**src/rtl/bitcount_pkg.sv**
```systemverilog
// rtl/bitcount_pkg.sv - shared constants and gray encoder for param_bitcount
package bitcount_pkg;

  localparam logic DIR_UP   = 1'b0;
  localparam logic DIR_DOWN = 1'b1;

  // Fixed 64-bit encoder; callers cast to their own width.
  function automatic logic [63:0] gray_encode(input logic [63:0] v);
    return v ^ (v >> 1);
  endfunction

endpackage

```
**src/rtl/bitcount_prescaler.sv**
```systemverilog
// rtl/bitcount_prescaler.sv - enable-gated divider producing one step per PRESCALE enabled clocks
module bitcount_prescaler #(
  parameter int PRESCALE = 1
) (
  input  logic clk,
  input  logic rst,
  input  logic en,
  input  logic clr,
  output logic step
);

  localparam int CW = (PRESCALE > 1) ? $clog2(PRESCALE) : 1;
  localparam logic [CW-1:0] LAST = CW'(PRESCALE - 1);

  logic [CW-1:0] cnt;

  // With PRESCALE=1 the phase stays at 0 and step collapses to en.
  assign step = en && (cnt == LAST);

  always_ff @(posedge clk or negedge rst) begin
    if (!rst) begin
      cnt <= '0;
    end else if (clr) begin
      cnt <= '0;
    end else if (en) begin
      if (cnt == LAST) cnt <= '0;
      else             cnt <= cnt + CW'(1);
    end
  end

endmodule

```
**src/rtl/param_bitcount.sv**
```systemverilog
// rtl/param_bitcount.sv - up/down modulo counter with load, clear, prescaler, tc and ovf
// Optional gray output when PARAM_BITCOUNT_GRAY_EN is defined.
module param_bitcount
  import bitcount_pkg::*;
#(
  parameter int WIDTH    = 4,
  parameter int MAX      = 2**WIDTH - 1,
  parameter int PRESCALE = 1
) (
  input  logic             clk,
  input  logic             rst,
  input  logic             en,
  input  logic             dir,
  input  logic             clear,
  input  logic             load,
  input  logic [WIDTH-1:0] load_val,
  output logic [WIDTH-1:0] out,
  output logic             tc,
`ifdef PARAM_BITCOUNT_GRAY_EN
  output logic [WIDTH-1:0] gray,
`endif
  output logic             ovf
);

  localparam logic [WIDTH-1:0] MAX_V = WIDTH'(MAX);

  logic             step;
  logic [WIDTH-1:0] out_next;
  logic             tc_next;
  logic             ovf_next;

  bitcount_prescaler #(.PRESCALE(PRESCALE)) u_prescaler (
    .clk  (clk),
    .rst  (rst),
    .en   (en),
    .clr  (clear | load),
    .step (step)
  );

  always_comb begin
    out_next = out;
    tc_next  = 1'b0;
    ovf_next = ovf;
    if (clear) begin
      out_next = '0;
      ovf_next = 1'b0;
    end else if (load) begin
      out_next = (load_val > MAX_V) ? MAX_V : load_val;
    end else if (step) begin
      if (dir == DIR_UP) begin
        if (out == MAX_V) begin
          out_next = '0;
          tc_next  = 1'b1;
          ovf_next = 1'b1;
        end else begin
          out_next = out + WIDTH'(1);
        end
      end else begin
        if (out == '0) begin
          out_next = MAX_V;
          tc_next  = 1'b1;
          ovf_next = 1'b1;
        end else begin
          out_next = out - WIDTH'(1);
        end
      end
    end
  end

  always_ff @(posedge clk or negedge rst) begin
    if (!rst) begin
      out <= '0;
      tc  <= 1'b0;
      ovf <= 1'b0;
    end else begin
      out <= out_next;
      tc  <= tc_next;
      ovf <= ovf_next;
    end
  end

`ifdef PARAM_BITCOUNT_GRAY_EN
  // Encoded from out_next so gray and out change on the same edge.
  always_ff @(posedge clk or negedge rst) begin
    if (!rst) gray <= '0;
    else      gray <= WIDTH'(gray_encode(64'(out_next)));
  end
`endif

endmodule

```
**config.mk**
```make
export PLATFORM = sky130hd
export DESIGN_NAME = param_bitcount
export DESIGN_NICKNAME = d
export VERILOG_FILES = /design/src/rtl/bitcount_pkg.sv /design/src/rtl/bitcount_prescaler.sv /design/src/rtl/param_bitcount.sv
export SDC_FILE = /design/constraint.sdc
export NUM_CORES = 1
export LEC_CHECK = 0
export CAP_MARGIN = 15
export CORE_AREA = 8 8 45 47
export DETAILED_ROUTE_END_ITERATION = 8
export DIE_AREA = 0 0 53 55
export SYNTH_ARGS = -nofsm -noshare
export SYNTH_HDL_FRONTEND = slang
export SYNTH_SLANG_ARGS = --single-unit
```
**constraint.sdc**
```tcl
create_clock -name clk -period 2 [get_ports clk]
set_input_delay 0.2 -clock clk [delete_from_list [all_inputs] [get_ports clk]]
set_output_delay 0.2 -clock clk [all_outputs]
set_load 0.05 [all_outputs]
```
==> results_dict.tcl, run 1 <==
set metrics [dict create \
    die_area_um2 2920 \
    synth_adder_area_share_pct 6.04 \
    antenna_cells 0 \
    hold_class "in -> async" \
    cts_tree "yes" \
    place_congestion 0.725 \
    rsz0062_at_grt "no" \
    syn_to_final_growth_pct 48.3 \
    status "completed" \
    clk_pin_slew_ns 0.05 \
    yosysTopAreaCell "dfrtp_1" \
    vias_per_cell 4.87 \
    cp_max_fo 7 \
    synth.area.top_cells "dfrtp_1 36%, a21oi_1 6.0%, ha_1 6.0%" \
    setup_viol 0 \
    yosys_warnings 0 \
    endpoint_kind "primary output" \
    grt_max_degree 11 \
    required_ns 1.80 \
    crit_chain "clkdlybuf4s50_1" \
    chipHeight_um 55 \
    crit_family "buffers and inverters" \
    relSlewSlack_pct 65.9 \
    cp_slowest_cell "clkdlybuf4s50_1" \
    powerDensity_nw_per_um2 627 \
    gr-total-overflow 0 \
    nets 80 \
    muxShareOfSynthArea_pct 2.72 \
    grt_antenna_before_repair 0 \
    period_minus_slack_ns 1.76 \
    synthXorXnorAreaFrac_pct 4.23 \
    remaining_drc_errors 0 \
    synth-compound-area-share_pct 20.8 \
    clock-sinks 6 \
    syn-instance-count 48 \
    synthFlopType "dfrtp_1" \
    wl_per_cell_um 13.0 \
    routed_wl_mm 1.06 \
    critPathMaxStageDelay_ns 0.85 \
    fin_skew_ns 0.00941 \
    synth_fp_nets 60 \
    antenna_left 0 \
    ys_types 23 \
    ctsResizeCount 0 \
    grt_pass1_vias 395 \
    initial_core_util_pct 29.9 \
    fin_crit_sh_pct 88.0 \
    peakVddDrop_uv 413 \
    fin_setup_tns_ns 0 \
    clkLatencyLatePin_ns 0.24 \
    cap_violations 0 \
    ios 16 \
    hold_violations 0 \
    root_buffer "clkbuf_4" \
    cts-htree-levels 1 \
    syn_area_per_cell_um2 8.63 \
    p_leak_nw 0.260 \
    setup.worst_path.start_class "flop" \
    numCtsBuffers 3 \
    synth_seq_area_share_pct 36.3 \
    synth_top_area_share_pct 36.3 \
    ctsHoldBuffers 0 \
    cp_data_arrival_time_ns 1.56 \
    dp_hpwl_um 852 \
    core_um2 1380 \
    track_usage_pct 8.40 \
    synth_top_family_by_area "simple AND/OR/NAND/NOR gates" \
    synth_area_um2 414 \
    tightest_slew_ns 0.511 \
    first_iter_violations 3 \
    drtPass1Iterations 4 \
    grt_pass1_wl_mm 1.77 \
    placed_area_um2 592 \
    max_freq_mhz 568 \
    finalMaxSlewViolations 0 \
    path_buf_inv 1 \
    via_count 399 \
    post-cts-setup-buffers 0 \
    criticalPathCategory "reg -> out" \
    synth-edff-count 0 \
    synth_seq_cells 6 \
    drive_above_1_share_pct 12.1 \
    final_area_um2 614 \
    yosys.area_share.simple_pct 24.5 \
    synthArstFlopShare_pct 100 \
    num_rows 14 \
    cts.path.max_buffers 2 \
    io_buffers 15 \
    die_x_um 53 \
]
-- metrics by stage --
step / power (W) / std cells / worst slack, ns / hold slack [ns] / util, %
after floorplan: 0.000224 / 48 / 0.208 / -0.0956 / -
after global routing: 0.000409 / 82 / 0.134 / 0.221 / 44.4
after CTS: 0.000393 / 82 / 0.237 / 0.201 / 44.4
after detailed placement: 0.000278 / 79 / 0.174 / 0.465 / 42.8
after global placement: 0.000277 / 79 / 0.218 / 0.469 / 42.8
final: 0.000385 / 82 / 0.239 / 0.199 / 44.4
-- registers in the layout, indices dropped and copies added (netlist names) --
signal and count:
out 4, ovf 1, tc 1
-- cell usage after synthesis, types with 2 or more instances --
cell type	count
nor3_1	2
xnor2_1	2
nand2_1	3
nor2_1	6
inv_1	4
dfrtp_1	6
a21oi_1	5
ha_1	2
clkbuf_1	2
a2bb2oi_1	2
o21ai_0	2
-- path summary, 6_finish.rpt --
kind | slack, ns | from | end | cells past startpoint
worst max-delay path | 0.24 | out[2] | out[2] | 1
worst min-delay path | 0.20 | rst | out[2] | 1
worst max register to register | 0.28 | out[0] | ovf | 6
worst min register to register | 0.59 | ovf | ovf | 2
max in group asynchronous | 1.57 | rst | out[1] | 1
min in group clk | 0.58 | load_val[1] | out[1] | 3
-- report_power, final --
| part | switching [W] | internal, W |
|---|---|---|
| Sequential | 0.0000127 | 0.000130 |
| Clock | 0.0000420 | 0.0000678 |
| Combinational | 0.0000711 | 0.0000613 |
-- layer usage --
metal	part of all wire, %	vias to the layer above	GRT usage (%)
li1	-	210	-
met1	47	178	9.40
met2	46	9	13.3
met3	4.4	2	3.21
met4	1.9	0	5.17
met5	0	-	0
-- area by class of cell --
cell class / instances / area (um2)
inverter: 4 / 15.0
fill: 150 / 769
tap: 16 / 20.0
multi-input combinational: 36 / 241
clock buffer: 3 / 22.5
timing repair buffer: 17 / 165
sequential: 6 / 150
-- cell usage in the layout, fill, tap and decap left out, types with 2 or more instances in the layout --
| cell type | n |
|---|---|
| clkbuf_4 | 3 |
| buf_4 | 2 |
| clkdlybuf4s50_1 | 15 |
| o21ai_0 | 2 |
| dfrtp_1 | 6 |
| inv_1 | 4 |
| nand2_1 | 3 |
| nor2_1 | 6 |
| a2bb2oi_1 | 2 |
| xnor2_1 | 2 |
| ha_1 | 2 |
| a21oi_1 | 5 |
| nor3_1 | 2 |
-- logic make-up after synthesis --
logic type,count (synthesis)
AND/OR/NAND/NOR,18
AO/OA/AOI/OAI,13
buffers and inverters,6
flip-flops,6
XOR/XNOR,2
adder cells (fa/ha/maj),2
multiplexers,1
No activity file was read; power rests on OpenSTA's default activity.
==> inputs of run 2 (changes only) <==
--- a/config.mk
+++ b/config.mk
@@ -6,9 +6,9 @@
 export NUM_CORES = 1
 export LEC_CHECK = 0
 export CAP_MARGIN = 15
-export CORE_AREA = 8 8 45 47
+export CORE_AREA = 2 2 39 41
 export DETAILED_ROUTE_END_ITERATION = 8
-export DIE_AREA = 0 0 53 55
+export DIE_AREA = 0 0 41 43
 export SYNTH_ARGS = -nofsm -noshare
 export SYNTH_HDL_FRONTEND = slang
 export SYNTH_SLANG_ARGS = --single-unit
==> results_dict.tcl, run 2 (synthesis gave the netlist of run 1 again) <==
set metrics [dict create \
    vias_per_cell 5.09 \
    cts.path.max_buffers 2 \
    antenna_cells 0 \
    grt_max_degree 8 \
    cap_violations 0 \
    setup.worst_path.start_class "flop" \
    p_sw_w 0.000127 \
    cts-htree-levels 1 \
    reg_top3 "out x4, ovf x1, tc x1" \
    io_buffers 15 \
    first_iter_violations 8 \
    hold_class "in -> async" \
    setup_viol 0 \
    peakVddDrop_uv 346 \
    clock-sinks 6 \
    final_area_um2 614 \
    criticalPathCategory "reg -> out" \
    required_ns 1.80 \
    r2r-end "out[3]" \
    finalMaxSlewViolations 0 \
    period_minus_slack_ns 1.74 \
    wl_per_cell_um 11.7 \
    die_area_um2 1760 \
    path_buf_inv 1 \
    num_rows 14 \
    pwr-share-clk_pct 29.0 \
    drt-met1-wl_um 411 \
    status "completed" \
    fin_setup_tns_ns 0 \
    syn_to_final_growth_pct 48.3 \
    largest-register "out" \
    cp_max_fo 7 \
    track_usage_pct 15.3 \
    ios 16 \
    wl_met3_um 50 \
    dp_hpwl_um 784 \
    drive_above_1_share_pct 12.1 \
    powerDensity_nw_per_um2 630 \
    rr_startpoint "out[1]" \
    tightest_slew_ns 0.491 \
    antenna_left 0 \
    cp_slowest_cell "clkdlybuf4s50_1" \
    hold_violations 0 \
    root_buffer "clkbuf_4" \
    top_layer "met3" \
    grt_pass1_vias 401 \
    rsz0062_at_grt "no" \
    drtPass1Iterations 3 \
    fin_cells 82 \
    clk_pin_slew_ns 0.05 \
    crit_family "buffers and inverters" \
    switching_share_pct 32.9 \
    placed_area_um2 592 \
    grt_pass1_wl_mm 1.79 \
    max_freq_mhz 574 \
    place_congestion 0.736 \
    relSlewSlack_pct 67.2 \
    fin_crit_sh_pct 87.1 \
    rr_worst_depth 5 \
    largest_register_ffs 4 \
    combPwrFrac_pct 34.0 \
    dr_wl_met2_um 497 \
    die_x_um 41 \
    ctsHoldBuffers 0 \
    post-cts-setup-buffers 0 \
    ctsResizeCount 0 \
    routed_wl_um 960 \
    endpoint_kind "primary output" \
    critPathMaxStageDelay_ns 0.84 \
    initial_core_util_pct 29.9 \
    numCtsBuffers 3 \
    p_leak_nw 0.260 \
    intPower_w 0.000260 \
    place_inst 79 \
    remaining_drc_errors 0 \
    crit_chain "clkdlybuf4s50_1" \
    clkLatencyLatePin_ns 0.25 \
    grt_antenna_before_repair 0 \
    fin_skew_ns 0.00745 \
    chipHeight_um 43 \
    layout_common_cells "15 x clkdlybuf4s50_1, 6 x nor2_1, 6 x dfrtp_1" \
    layout_commonest_cell "clkdlybuf4s50_1" \
    via_count 417 \
    core_um2 1380 \
    nets 80 \
    rrSetupSlack_ns 0.30 \
    finalPower_w 0.000387 \
    gr-total-overflow 0 \
    cts_tree "yes" \
    cp_data_arrival_time_ns 1.54 \
    p_seq_share_pct 37.0 \
]
-- run 2: power groups by stage --
| stage | registers (W) | logic [W] | clock network, W |
|---|---|---|---|
| CTS | 0.000143 | 0.000132 | 0.000116 |
| global placement | 0.000145 | 0.000132 | 0 |
| finish | 0.000143 | 0.000132 | 0.000112 |
| detailed placement | 0.000145 | 0.000131 | 0 |
| floorplan | 0.000173 | 0.0000507 | 0 |
| global route | 0.000145 | 0.000145 | 0.000123 |
-- run 2: layout make-up --
class | instances | area [um2]
Clock buffer | 3 | 22.5
Tap cell | 16 | 20.0
Inverter | 4 | 15.0
Multi-Input combinational cell | 36 | 241
Sequential cell | 6 | 150
Timing Repair Buffer | 17 | 165
Fill cell | 146 | 769
-- run 2: worst max-delay path by stage --
| stage | slack [ns] | to | cells past startpoint | from |
|---|---|---|---|---|
| final | 0.26 | out[1] | 1 | out[1] |
| after global routing | 0.18 | ovf | 6 | out[0] |
| after CTS | 0.25 | out[1] | 1 | out[1] |
| after detailed placement | 0.16 | out[3] | 5 | dir |
| after global placement | 0.23 | out[3] | 5 | dir |
| after floorplan | 0.21 | out[3] | 5 | out[0] |
-- run 2: through the flow --
| step | util [%] | hold slack (ns) | setup WS (ns) |
|---|---|---|---|
| floorplan | - | -0.0956 | 0.208 |
| global placement | 42.8 | 0.460 | 0.229 |
| detailed placement | 42.8 | 0.470 | 0.160 |
| CTS | 44.4 | 0.205 | 0.249 |
| global route | 44.4 | 0.222 | 0.176 |
| finish | 44.4 | 0.196 | 0.258 |
-- run 2: layer usage --
layer	vias up	track usage (%)
li1	210	-
met1	193	19.6
met2	14	22.2
met3	0	6.28
met4	0	6.00
met5	-	0
